--- src/rtl/game_tick_scheduler_pkg.sv ---
// Shared types and constants for the Pong
// game-tick scheduler and its submodules.
package pong_pkg;

  typedef enum logic [1:0] {
    S_IDLE  = 2'd0,
    S_PAD   = 2'd1,
    S_BALL  = 2'd2,
    S_SCORE = 2'd3
  } state_e;

  localparam int TICK_COUNT_DEF = 1_000_000;
  localparam int FRAME_W        = 8;
  localparam int WD_W           = 8;
  localparam int DIV_W          = 4;

  function automatic logic [DIV_W-1:0] div_next(
    input logic [DIV_W-1:0] cur,
    input logic [DIV_W-1:0] last
  );
    return (cur == last) ? '0 : cur + DIV_W'(1);
  endfunction

endpackage

--- src/rtl/game_tick_scheduler_if.sv ---
// Start/done handshakes between the scheduler
// and the paddle, ball and score blocks.
interface game_tick_scheduler_if;

  logic pad_start;
  logic pad_done;
  logic ball_start;
  logic ball_done;
  logic score_start;
  logic score_done;

  modport master (
    output pad_start, ball_start, score_start,
    input  pad_done,  ball_done,  score_done
  );

  modport slave (
    input  pad_start, ball_start, score_start,
    output pad_done,  ball_done,  score_done
  );

endinterface

--- src/rtl/game_tick_scheduler_prescaler.sv ---
// Game-tick prescaler: wraps every TICK_COUNT
// enabled cycles and flags the last count.
module tick_prescaler #(
  parameter int TICK_COUNT = 10,
  parameter int CNT_W      = 4
) (
  input  logic clk,
  input  logic rst_n,
  input  logic en_i,
  output logic tick_o
);

  localparam logic [CNT_W-1:0] LAST = CNT_W'(TICK_COUNT - 1);

  logic [CNT_W-1:0] cnt_q;

  assign tick_o = en_i && (cnt_q == LAST);

  // Free-running count, held while disabled
  always_ff @(posedge clk or negedge rst_n) begin
    if (!rst_n) begin
      cnt_q <= '0;
    end else if (en_i) begin
      cnt_q <= tick_o ? '0 : cnt_q + CNT_W'(1);
    end
  end

endmodule

--- src/rtl/game_tick_scheduler.sv ---
// Frame sequencer: per game tick runs paddle,
// optional ball, then score update handshakes.
module game_tick_scheduler
  import pong_pkg::*;
#(
  parameter int TICK_COUNT = TICK_COUNT_DEF,
  parameter int CNT_W      = 20,
  parameter int BALL_DIV   = 2,
  parameter int TIMEOUT    = 255
) (
  input  logic               clk,
  input  logic               reset,
  input  logic               pause,
  input  logic               clr_err,
  output logic               tick,
  output logic               busy,
  output logic [FRAME_W-1:0] frame_cnt,
  output logic               overrun,
  output logic               timeout_err,
  game_tick_scheduler_if.master bus
);

  localparam logic [WD_W-1:0]  TO_LIM   = WD_W'(TIMEOUT);
  localparam logic [DIV_W-1:0] DIV_LAST = DIV_W'(BALL_DIV - 1);

  state_e             state_q;
  logic [DIV_W-1:0]   div_q;
  logic [WD_W-1:0]    wd_q;
  logic [FRAME_W-1:0] frame_q;
  logic               pad_q;
  logic               ball_q;
  logic               score_q;
  logic               ovr_q;
  logic               to_q;

  logic               done_w;
  logic [WD_W-1:0]    wd_d;
  logic [DIV_W-1:0]   div_d;
  logic               to_hit;
  logic               ovr_set;

  tick_prescaler #(
    .TICK_COUNT (TICK_COUNT),
    .CNT_W      (CNT_W)
  ) u_pre (
    .clk    (clk),
    .rst_n  (reset),
    .en_i   (~pause),
    .tick_o (tick)
  );

  assign busy            = (state_q != S_IDLE);
  assign frame_cnt       = frame_q;
  assign overrun         = ovr_q;
  assign timeout_err     = to_q;
  assign bus.pad_start   = pad_q;
  assign bus.ball_start  = ball_q;
  assign bus.score_start = score_q;

  // Select the done that matters in the current wait state
  always_comb begin
    done_w = 1'b0;
    unique case (1'b1)
      (state_q == S_PAD):   done_w = bus.pad_done;
      (state_q == S_BALL):  done_w = bus.ball_done;
      (state_q == S_SCORE): done_w = bus.score_done;
      default:              done_w = 1'b0;
    endcase
  end

  assign wd_d    = wd_q + WD_W'(1);
  assign div_d   = div_next(div_q, DIV_LAST);
  assign to_hit  = busy && !done_w && (wd_d == TO_LIM);
  assign ovr_set = tick && busy;

  // Sequencer FSM with watchdog and registered start pulses
  always_ff @(posedge clk or negedge reset) begin
    if (!reset) begin
      state_q <= S_IDLE;
      div_q   <= '0;
      wd_q    <= '0;
      frame_q <= '0;
      pad_q   <= 1'b0;
      ball_q  <= 1'b0;
      score_q <= 1'b0;
    end else begin
      pad_q   <= 1'b0;
      ball_q  <= 1'b0;
      score_q <= 1'b0;
      wd_q    <= wd_d;
      unique case (state_q)
        S_IDLE: begin
          wd_q <= '0;
          if (tick) begin
            state_q <= S_PAD;
            pad_q   <= 1'b1;
          end
        end
        S_PAD: begin
          if (done_w) begin
            wd_q  <= '0;
            div_q <= div_d;
            if (div_q == '0) begin
              state_q <= S_BALL;
              ball_q  <= 1'b1;
            end else begin
              state_q <= S_SCORE;
              score_q <= 1'b1;
            end
          end
        end
        S_BALL: begin
          if (done_w) begin
            wd_q    <= '0;
            state_q <= S_SCORE;
            score_q <= 1'b1;
          end
        end
        S_SCORE: begin
          if (done_w) begin
            wd_q    <= '0;
            state_q <= S_IDLE;
            frame_q <= frame_q + FRAME_W'(1);
          end
        end
        default: state_q <= S_IDLE;
      endcase
      if (to_hit) begin
        state_q <= S_IDLE;
        wd_q    <= '0;
      end
    end
  end

  // Sticky error flags; a set event beats a clear
  always_ff @(posedge clk or negedge reset) begin
    if (!reset) begin
      ovr_q <= 1'b0;
      to_q  <= 1'b0;
    end else begin
      if (ovr_set)      ovr_q <= 1'b1;
      else if (clr_err) ovr_q <= 1'b0;
      if (to_hit)       to_q  <= 1'b1;
      else if (clr_err) to_q  <= 1'b0;
    end
  end

endmodule

--- src/flat_wrapper.sv ---
// flat-port wrapper written by rule: the top's interface ports become plain ports
module game_tick_scheduler_flat import pong_pkg::*;
#(
  parameter int TICK_COUNT = TICK_COUNT_DEF,
  parameter int CNT_W      = 20,
  parameter int BALL_DIV   = 2,
  parameter int TIMEOUT    = 255
)
  (clk, reset, pause, clr_err, tick, busy, frame_cnt, overrun, timeout_err, bus_pad_start, bus_ball_start, bus_score_start, bus_pad_done, bus_ball_done, bus_score_done);
  game_tick_scheduler_if bus_i ();
  input  logic clk;
  input  logic reset;
  input  logic pause;
  input  logic clr_err;
  output logic tick;
  output logic busy;
  output logic [FRAME_W-1:0] frame_cnt;
  output logic overrun;
  output logic timeout_err;
  output wire logic [$bits(bus_i.pad_start)-1:0] bus_pad_start;
  output wire logic [$bits(bus_i.ball_start)-1:0] bus_ball_start;
  output wire logic [$bits(bus_i.score_start)-1:0] bus_score_start;
  input wire logic [$bits(bus_i.pad_done)-1:0] bus_pad_done;
  input wire logic [$bits(bus_i.ball_done)-1:0] bus_ball_done;
  input wire logic [$bits(bus_i.score_done)-1:0] bus_score_done;
  assign bus_pad_start = bus_i.pad_start;
  assign bus_ball_start = bus_i.ball_start;
  assign bus_score_start = bus_i.score_start;
  assign bus_i.pad_done = bus_pad_done;
  assign bus_i.ball_done = bus_ball_done;
  assign bus_i.score_done = bus_score_done;
  game_tick_scheduler #(.TICK_COUNT(TICK_COUNT), .CNT_W(CNT_W), .BALL_DIV(BALL_DIV), .TIMEOUT(TIMEOUT)) u_core (.clk(clk), .reset(reset), .pause(pause), .clr_err(clr_err), .tick(tick), .busy(busy), .frame_cnt(frame_cnt), .overrun(overrun), .timeout_err(timeout_err), .bus(bus_i));
endmodule
--- config.mk ---
export PLATFORM = sky130hd
export DESIGN_NAME = game_tick_scheduler_flat
export DESIGN_NICKNAME = d
export VERILOG_FILES = /design/src/rtl/game_tick_scheduler_pkg.sv /design/src/rtl/game_tick_scheduler_if.sv /design/src/rtl/game_tick_scheduler_prescaler.sv /design/src/rtl/game_tick_scheduler.sv /design/src/flat_wrapper.sv
export SDC_FILE = /design/constraint.sdc
export NUM_CORES = 1
export LEC_CHECK = 0
export ABC_AREA = 1
export BUFFER_PORTS_ARGS = -buffer_cell sky130_fd_sc_hd__buf_2
export CAP_MARGIN = 10
export CORE_MARGIN = 2
export CORE_UTILIZATION = 64
export CTS_CLUSTER_SIZE = 40
export DETAILED_ROUTE_END_ITERATION = 10
export PLACE_DENSITY = 0.85
export SLEW_MARGIN = 20
export SYNTH_ARGS = -nofsm -noshare
export SYNTH_HDL_FRONTEND = slang
export SYNTH_SLANG_ARGS = --single-unit
--- constraint.sdc ---
create_clock -name clk -period 4.25 [get_ports clk]
set_input_delay 0.425 -clock clk [delete_from_list [all_inputs] [get_ports clk]]
set_output_delay 0.425 -clock clk [all_outputs]
set_load 0.005 [all_outputs]
After elaboration in Yosys (flattened, before gate mapping)
Cells that the tools add are included.
Word-level totals
  input port bits: 7
  output and inout bits: 15
  bits in registers: 47
  word-level logic and storage cells: 64
Cells by class
  equality and inequality tests: 10
  reductions and logical operators: 14
  add/subtract/negate cells: 4
  multiplexer cells: 25
  bitwise operators: 1
Operators by type and width (number)
  $add A20 B1 Y20 const B: 1
  $eq A20 B20 Y1 const B: 1
  $mux W20: 1
  $add A8 B1 Y8 const B: 2
  $mux W8: 2
  $pmux W8 S2: 1
  $mux W1: 12
  $ne A3 B1 Y1 const B: 4
  $mux W2: 5
  $eq A8 B8 Y1 const B: 1
  $pmux W2 S4: 1
  $reduce_bool A2 Y1: 3
  $add A4 B1 Y4 const B: 1
  $eq A2 B2 Y1 const B: 2
  $eq A4 B1 Y1 const B: 1
  $logic_and A1 B1 Y1: 4
  $logic_not A4 Y1: 1
  $mux W4: 1
  $reduce_and A2 Y1: 2
  $reduce_and A4 Y1: 1
  $pmux W1 S3: 1
  $reduce_or A3 Y1: 1
  $eq A2 B1 Y1 const B: 1
  $logic_not A2 Y1: 1
  3 further kinds: 3

Longest topological paths before layout
Gate-level depths: netlist (run 1).
  word-level depth: 7
  gate-level depth with buffers: 12
  gate-level depth less buffers: 12

By module
Synthesis (run 1) repeated with hierarchy kept, for this count alone.
Second synthesis, totals
  cell total of the unflattened synthesis: 345
  area, all modules: 2660.1 µm²
Modules (own cells, without submodules)
  game_tick_scheduler: cells an instance 170, seq. area each 675.6 µm², area an instance 1415.1 µm², times used 1
  tick_prescaler: cells an instance 175, seq. area each 500.5 µm², area an instance 1244.9 µm², times used 1

Worst setup path before layout (run 1)
No wires, ideal clock.
  path type: register -> register
  from: register u_core.state_q[1]
  to: register u_core.frame_q[6] (netlist: u_core.frame_cnt[6])
  period minus slack after synthesis: 1587 ps
  setup time: 123 ps
  cell stages (with the launch flop): 11
  data arrival time: 1464 ps
  path buffers: 0
  path slack: 2663 ps
  data required time: 4127 ps
  path through: dfrtp_1 inv_1 ha_1 nand2_1 nand3_2 nand2_4 nor2_8 nand2_2 nor2_2 nand3_1 xnor2_1
Between the ends
  word-level cells in the longest chain between the ends: 3
  elaborated cells between the ends (all ways): 5
  classes of those cells: 3 x eq/ne; 1 x mux; 1 x reduce/logical
Ends and longest elaborated chain
  from (decl): line game_tick_scheduler.sv:26  | state_e state_q;
  from (signal assigned): line game_tick_scheduler.sv:79  | state_q <= S_IDLE;
  from (signal assigned): line game_tick_scheduler.sv:95  | state_q <= S_PAD;
  from (signal assigned): line game_tick_scheduler.sv:104  | state_q <= S_BALL;
  $eq A2 B2 Y1, or another cell as far along: line game_tick_scheduler.sv:66, game_tick_scheduler.sv:91
  $pmux W1 S3: line game_tick_scheduler.sv:63  | unique case (1'b1)
  $reduce_and A2 Y1 (no line) *
  to (signal assigned): line game_tick_scheduler.sv:123  | frame_q <= frame_q + FRAME_W'(1);
  to (decl): line game_tick_scheduler.sv:29  | logic [FRAME_W-1:0] frame_q;
Mark *: on every way between the ends. The rest lies on a longest branch, timed or not.
A chain may end at the register's enable or synchronous reset.

Final worst setup path (run 1)
  from: register u_core.u_pre.cnt_q[0]
  to: output port tick
Between the ends
  word-level cells in the longest chain between the ends: 2
Ends and longest elaborated chain
  from (decl): line game_tick_scheduler_prescaler.sv:15  | logic [CNT_W-1:0] cnt_q;
  from (signal assigned): line game_tick_scheduler_prescaler.sv:24  | cnt_q <= tick_o ? '0 : cnt_q + CNT_W'(1);
  $eq A20 B20 Y1: line game_tick_scheduler_prescaler.sv:17  | assign tick_o = en_i && (cnt_q == LAST);
  $logic_and A1 B1 Y1: line game_tick_scheduler_prescaler.sv:17
  to (decl): line flat_wrapper.sv:15  | output logic tick;
Every way passes these cells.

==> results.toml, run 1 <==
[status]
status = "complete, no violations"

[final_layout]
fillers = 285
drive_gt1_share_pct = 18.1
seqCellArea_um2 = 1180
area_growth_pct = 10.7
multiInputGateArea_um2 = 1300
finish.net_count = 358
n_antenna_cell = 0

[cts]
cts_resized = 0
clk_pin_slew_ns = 0.10
ctsHoldBuffers = 0
numCtsBuffers = 5
cts_root_buf = "clkbuf_8"
htree_num_levels = 2
clock_path_buffers = 2
cts_tree = "built"
cts_sinks = 47
post-cts-setup-buffers = 0
clock_latency_ns = 0.31

[pwr]
power.density_nw_per_um2 = 359
ir_drop_uv = 265
power_w = 0.00105
p_leak_nw = 1.56

[timing]
setup-violations-final = 0
relSlewSlack_pct = 61.4
worst_pin_slew_ns = 0.579
period_minus_slack_ns = 2.08
skew_ns = 0.0179
max_freq_ghz = 0.480
setup_tns_ns = 0
finalCritPeriodShare_pct = 49.0
grt_setup_unrepaired = "false"
maxSlewViolCount = 0
finalHoldViolCount = 0

[die]
dieHeight_um = 68.2
die_w_um = 68.2
core-area_um2 = 3970
start_util_pct = 66.4
dieArea_um2 = 4650
pin_count = 22
rows = 23

[synth]
yosys_warnings = 0
seq_area_frac_synth_pct = 44.6
ys_seq_elements = 47
syn_avg_cell_area_um2 = 8.38
synth_fp_nets = 331
synth_largest_area_cell = "dfrtp_1"
synthTopCellsByArea = "dfrtp_1 45%, nand2_1 9.7%, nor2_1 6.1%"
yosysTopAreaCellShare_pct = 44.6
synth.distinct_cells = 33
syn_inst = 315
syn-cell-area_um2 = 2640

[global_route]
grt.total_usage_pct = 25.8
grt-ovfl-total = 0
grt_first_pass_wirelength_um = 8910
antenna_found_initial = 0
grt_start_max_net_pins = 48
grt_pass1_vias = 2044

[setup_path]
worstPathMaxFanout = 9
critPathLaunchType = "flip-flop"
end_kind = "output pin"
cp.required_ns = 3.83
path_class = "reg2out"
arrival_ns = 1.66

[routing]
route.layer.met1.wl_um = 2330
wl_met2_um = 2450
vias = 2111
maxUsedRoutingLayer = "met4"
antenna_left = 0
via_per_inst = 5.37
route.detailed.drc = 0
wl_per_cell_um = 13.2
drt_iter0_markers = 223
wl_um = 5180
dr.pass1.iters = 4
dr_wl_met3_um = 300

[worst_hold_path]
hp-class = "in2async"

[placed_design]
hpwl_um = 3840
gp_congestion = 0.866
portBuffers = 21

[run]
drv_cap = 0
[logic make-up (layout without fill, tap and decap cells)]
| group | Yosys count | count (layout) | synth area share [%] |
|---|---|---|---|
| buffers and inverters | 44 | 72 | 6.31 |
| xor gates and xnor gates | 14 | 14 | 4.65 |
| muxes | 1 | 1 | 0.427 |
| AOI/OAI and AO/OA | 26 | 26 | 5.41 |
| and+or+nand+nor | 174 | 174 | 34.4 |
| DFF | 47 | 47 | 44.6 |
| adders and majority gates | 9 | 9 | 4.27 |
[path summary, 6_finish.rpt]
| check | startpoint | end | slack, ns | cells past startpoint |
|---|---|---|---|---|
| worst max-delay path | u_core.u_pre.cnt_q[0] | tick | 2.17 | 6 |
| worst min-delay path | reset | u_core.u_pre.cnt_q[19] | 0.11 | 1 |
| worst max register to register | u_core.state_q[1] | u_core.state_q[1] | 2.42 | 12 |
| worst min register to register | u_core.frame_cnt[7] | u_core.frame_cnt[7] | 0.47 | 1 |
| max in group asynchronous | reset | u_core.bus.pad_start | 3.73 | 1 |
| min in group clk | clr_err | u_core.overrun | 0.34 | 2 |
[synthesized netlist by cell type]
| master | instances |
|---|---|
| nor3b_1 | 1 |
| nor2_1 | 43 |
| nand3_2 | 3 |
| nor3_4 | 4 |
| nor3_1 | 5 |
| nand2_4 | 2 |
| inv_1 | 38 |
| o211ai_1 | 1 |
| nand3_1 | 21 |
| nor2_8 | 1 |
| inv_2 | 5 |
| xor2_1 | 9 |
| nor2_4 | 3 |
| ha_1 | 9 |
| nand4_1 | 8 |
| nand3_4 | 2 |
| o21ai_1 | 4 |
| o21ai_0 | 6 |
| mux2_2 | 1 |
| xnor2_1 | 5 |
| nor2_2 | 4 |
| or2_2 | 1 |
| nand4_4 | 1 |
| o21bai_1 | 2 |
| and3_1 | 1 |
| o21a_1 | 1 |
| dfrtp_1 | 47 |
| nand2_1 | 68 |
| o22ai_1 | 1 |
| buf_2 | 1 |
| nand2_2 | 6 |
| a21oi_1 | 10 |
| a31oi_1 | 1 |
[layout by cell type (no fill, tap or decap), types with 3 or more instances in the layout]
master	n
nor2_1	43
o21ai_1	4
inv_2	5
ha_1	9
dfrtp_1	47
buf_2	20
nor2_4	3
nand2_1	68
xnor2_1	5
nor2_2	4
inv_1	38
nand3_2	3
nor3_4	4
clkbuf_8	6
a21oi_1	10
xor2_1	9
o21ai_0	6
nand2_2	6
nor3_1	5
nand3_1	21
nand4_1	8
[metrics by stage]
stage / instances / instance area [µm²] / hold WS [ns] / util (%) / setup slack (ns)
finish: 393 / 2920 / 0.107 / 73.6 / 2.17
global route: 393 / 2920 / 0.153 / 73.6 / 2.06
detailed placement: 385 / 2800 / 0.461 / 70.5 / 2.47
CTS: 393 / 2920 / 0.319 / 73.5 / 2.14
floorplan: 315 / 2640 / 0.129 / - / 2.66
global placement: 385 / 2800 / 0.456 / 70.5 / 2.50
[power by group]
group / internal, W / total [W] / switching (W) / leakage, nW
clock network: 0.000190 / 0.000343 / 0.000152 / 0.0612
logic: 0.0000532 / 0.000173 / 0.000120 / 0.904
registers: 0.000490 / 0.000534 / 0.0000449 / 0.598
total: 0.000733 / 0.00105 / 0.000317 / 1.56
[routing by layer]
metal	up-vias	GRT usage, %
met1	958	35.5
met4	0	10.0
met3	14	5.10
met5	-	0
li1	1067	-
met2	72	40.4
[final cells by class]
| cell class | count | area share (%) |
|---|---|---|
| multi-input cells | 224 | 44.4 |
| flip-flops and latches | 47 | 40.3 |
| inverters | 43 | 5.52 |
| repair buffers | 21 | 3.68 |
| clock buffers | 6 | 2.83 |
| well taps | 50 | 2.14 |
| clock inverters | 2 | 1.20 |
[flip-flops by register name (all words and copies together), names as in the netlist]
name and count:
u_core.div_q 4, u_core.u_pre.cnt_q 20, u_core.bus.pad_start 1, u_core.wd_q 8, u_core.timeout_err 1, u_core.frame_cnt 8, u_core.bus.ball_start 1, u_core.bus.score_start 1
u_core.overrun 1, u_core.state_q 2
[worst max-delay path, cell delays in order (launching register included)]
cell and delay (ns):
dfrtp_1 0.36, ha_1 0.21, inv_1 0.10, nor3_4 0.33, nand3_4 0.18, inv_1 0.09, buf_2 0.10
Power figures use the tool's default switching activity.
==> inputs of run 2 (changes only) <==
- CORE_UTILIZATION: 64 -> 54
- PLACE_DENSITY: 0.85 -> 0.76
- clock period: 4.25 -> 1.9 ns (I/O delays scaled with it)
==> run 2 against run 1 <==
  * Register-to-register slack worse by 2.2 ns
  * Critical path depth unchanged
  * Cell count up 5.1%
  * Largest power group unchanged
  * Highest routed layer unchanged
==> results.toml, run 2 (synthesized netlist as in run 1, its figures left out) <==
[timing]
setup-violations-final = 0
skew_ns = 0.00566
maxSlewViolCount = 0
finalCritPeriodShare_pct = 94.7
period_minus_slack_ns = 1.80
relSlewSlack_pct = 64.3
max_freq_ghz = 0.556
grt_setup_unrepaired = "true"
worst_pin_slew_ns = 0.535
finalHoldViolCount = 0
timing.final.ws_setup_ns = 0.100

[die]
rows = 25
core-area_um2 = 4720
dieArea_um2 = 5460
dieHeight_um = 73.9
pin_count = 22
die_w_um = 73.9
start_util_pct = 55.9

[pwr]
power.density_nw_per_um2 = 781
p_clk_share_pct = 32.4
p_int_w = 0.00164
p_switching_w = 0.000678
ir_drop_uv = 435
pwr-share-comb_pct = 16.3
switching_share_pct = 29.2
p_leak_nw = 1.57
p_seq_share_pct = 51.3

[cts]
cts_root_buf = "clkbuf_8"
clock_latency_ns = 0.29
clock_path_buffers = 2
cts_tree = "built"
htree_num_levels = 2
numCtsBuffers = 5
clk_pin_slew_ns = 0.09
cts_sinks = 47
post-cts-setup-buffers = 0

[routing]
wl_um = 4900
wl_met2_um = 2250
route.layer.met1.wl_um = 2460
route.detailed.drc = 0
via_per_inst = 5.00
antenna_left = 0
dr.pass1.iters = 4
maxUsedRoutingLayer = "met4"
dr_wl_met3_um = 153
wl_per_cell_um = 11.9
vias = 2067
drt_iter0_markers = 118

[worst_hold_path]
hp-class = "in2reg"

[final_layout]
n_antenna_cell = 0
final_common_cell = "nand2_1"
seqCellArea_um2 = 1180
fillers = 409
area_growth_pct = 12.6
layout_common_cells = "68 x nand2_1, 46 x dfrtp_1, 43 x nor2_1, 38 x inv_1"
multiInputGateArea_um2 = 1300
regMostFlops = "u_core.u_pre.cnt_q"
finish.net_count = 361
fin_area_um2 = 2970
largest_register_ffs = 20
drive_gt1_share_pct = 19.4
final_util_pct = 62.9

[global_route]
grt-ovfl-total = 0
grt_first_pass_wirelength_um = 8600
antenna_found_initial = 0
grt_start_max_net_pins = 26
grt.total_usage_pct = 20.4
grt_pass1_vias = 1939

[placed_design]
portBuffers = 21
preCtsSetupSlack_ns = 0.145
dpl-instance-area_um2 = 2840
gp_congestion = 0.848
hpwl_um = 3770

[run]
drv_cap = 0

[setup_path]
timing.reg2reg.setup_slack_ns = 0.18
path_class = "reg2out"
arrival_ns = 1.61
cp.required_ns = 1.71
critPathLaunchType = "flip-flop"
worstPathMaxFanout = 9
end_kind = "output pin"

[status]
status = "complete, no violations"
run 2: cell count changes in the layout (fill, tap and decap cells not counted):
cell           delta
ha_1              -2
ha_2              +2
buf_2             +1
buf_4             +1
dfrtp_1           -1
dfrtp_2           +1
dlygate4sd3_1     +1
run 2: routing by layer:
metal | GRT usage (%) | vias to the layer above
met5 | 0 | -
met4 | 5.86 | 0
met3 | 4.94 | 5
met2 | 31.1 | 31
met1 | 29.0 | 970
li1 | - | 1061
run 2: repair_timing:
| action | 4_1_cts | 5_1_grt |
|---|---|---|
| resized for setup | 0 | 3 |
| endpoints found under the hold margin | 23 | 0 |
| hold buffers | 1 | 0 |
| endpoints found under the setup margin | 0 | 5 |
run 2: area by class of cell:
cell class | count | share of cell area [%]
multi-input cells | 224 | 43.8
flip-flops and latches | 47 | 39.6
clock inverters | 2 | 1.18
well taps | 67 | 2.82
clock buffers | 6 | 2.78
repair buffers | 24 | 4.38
inverters | 43 | 5.43
run 2: path summary, 6_finish.rpt:
path | startpoint | to | depth (start not counted)
setup / recovery | u_core.u_pre.cnt_q[0] | tick | 6
hold / removal | clr_err | u_core.overrun | 2
setup reg to reg | u_core.state_q[1] | u_core.frame_cnt[6] | 10
hold reg to reg | u_core.frame_cnt[7] | u_core.frame_cnt[7] | 1
max in group asynchronous | reset | u_core.state_q[0] | 3
min in group asynchronous | reset | u_core.frame_cnt[4] | 2
run 2: power groups by stage:
stage / registers (W) / logic [W] / clock network, W
floorplan: 0.00119 / 0.000300 / 0
global placement: 0.00120 / 0.000369 / 0
detailed placement: 0.00121 / 0.000382 / 0
CTS: 0.00119 / 0.000384 / 0.000772
global route: 0.00120 / 0.000436 / 0.000817
finish: 0.00119 / 0.000379 / 0.000751
run 2: worst max-delay path, stage by stage, from the launching register on:
cell	delay, ns
dfrtp_1	0.37
ha_1	0.22
inv_1	0.10
nor3_4	0.26
nand3_4	0.19
inv_1	0.08
buf_2	0.10
run 2: metrics by stage:
stage	power, W	hold slack [ns]	instances	TNS, ns
2_1_floorplan	0.00149	-0.106	315	0
4_1_cts	0.00235	0.0843	413	0
5_1_grt	0.00246	0.0910	413	-0.00119
3_3_place_gp	0.00157	0.209	404	0
6_report	0.00232	0.0949	413	0
3_5_place_dp	0.00159	0.204	404	0
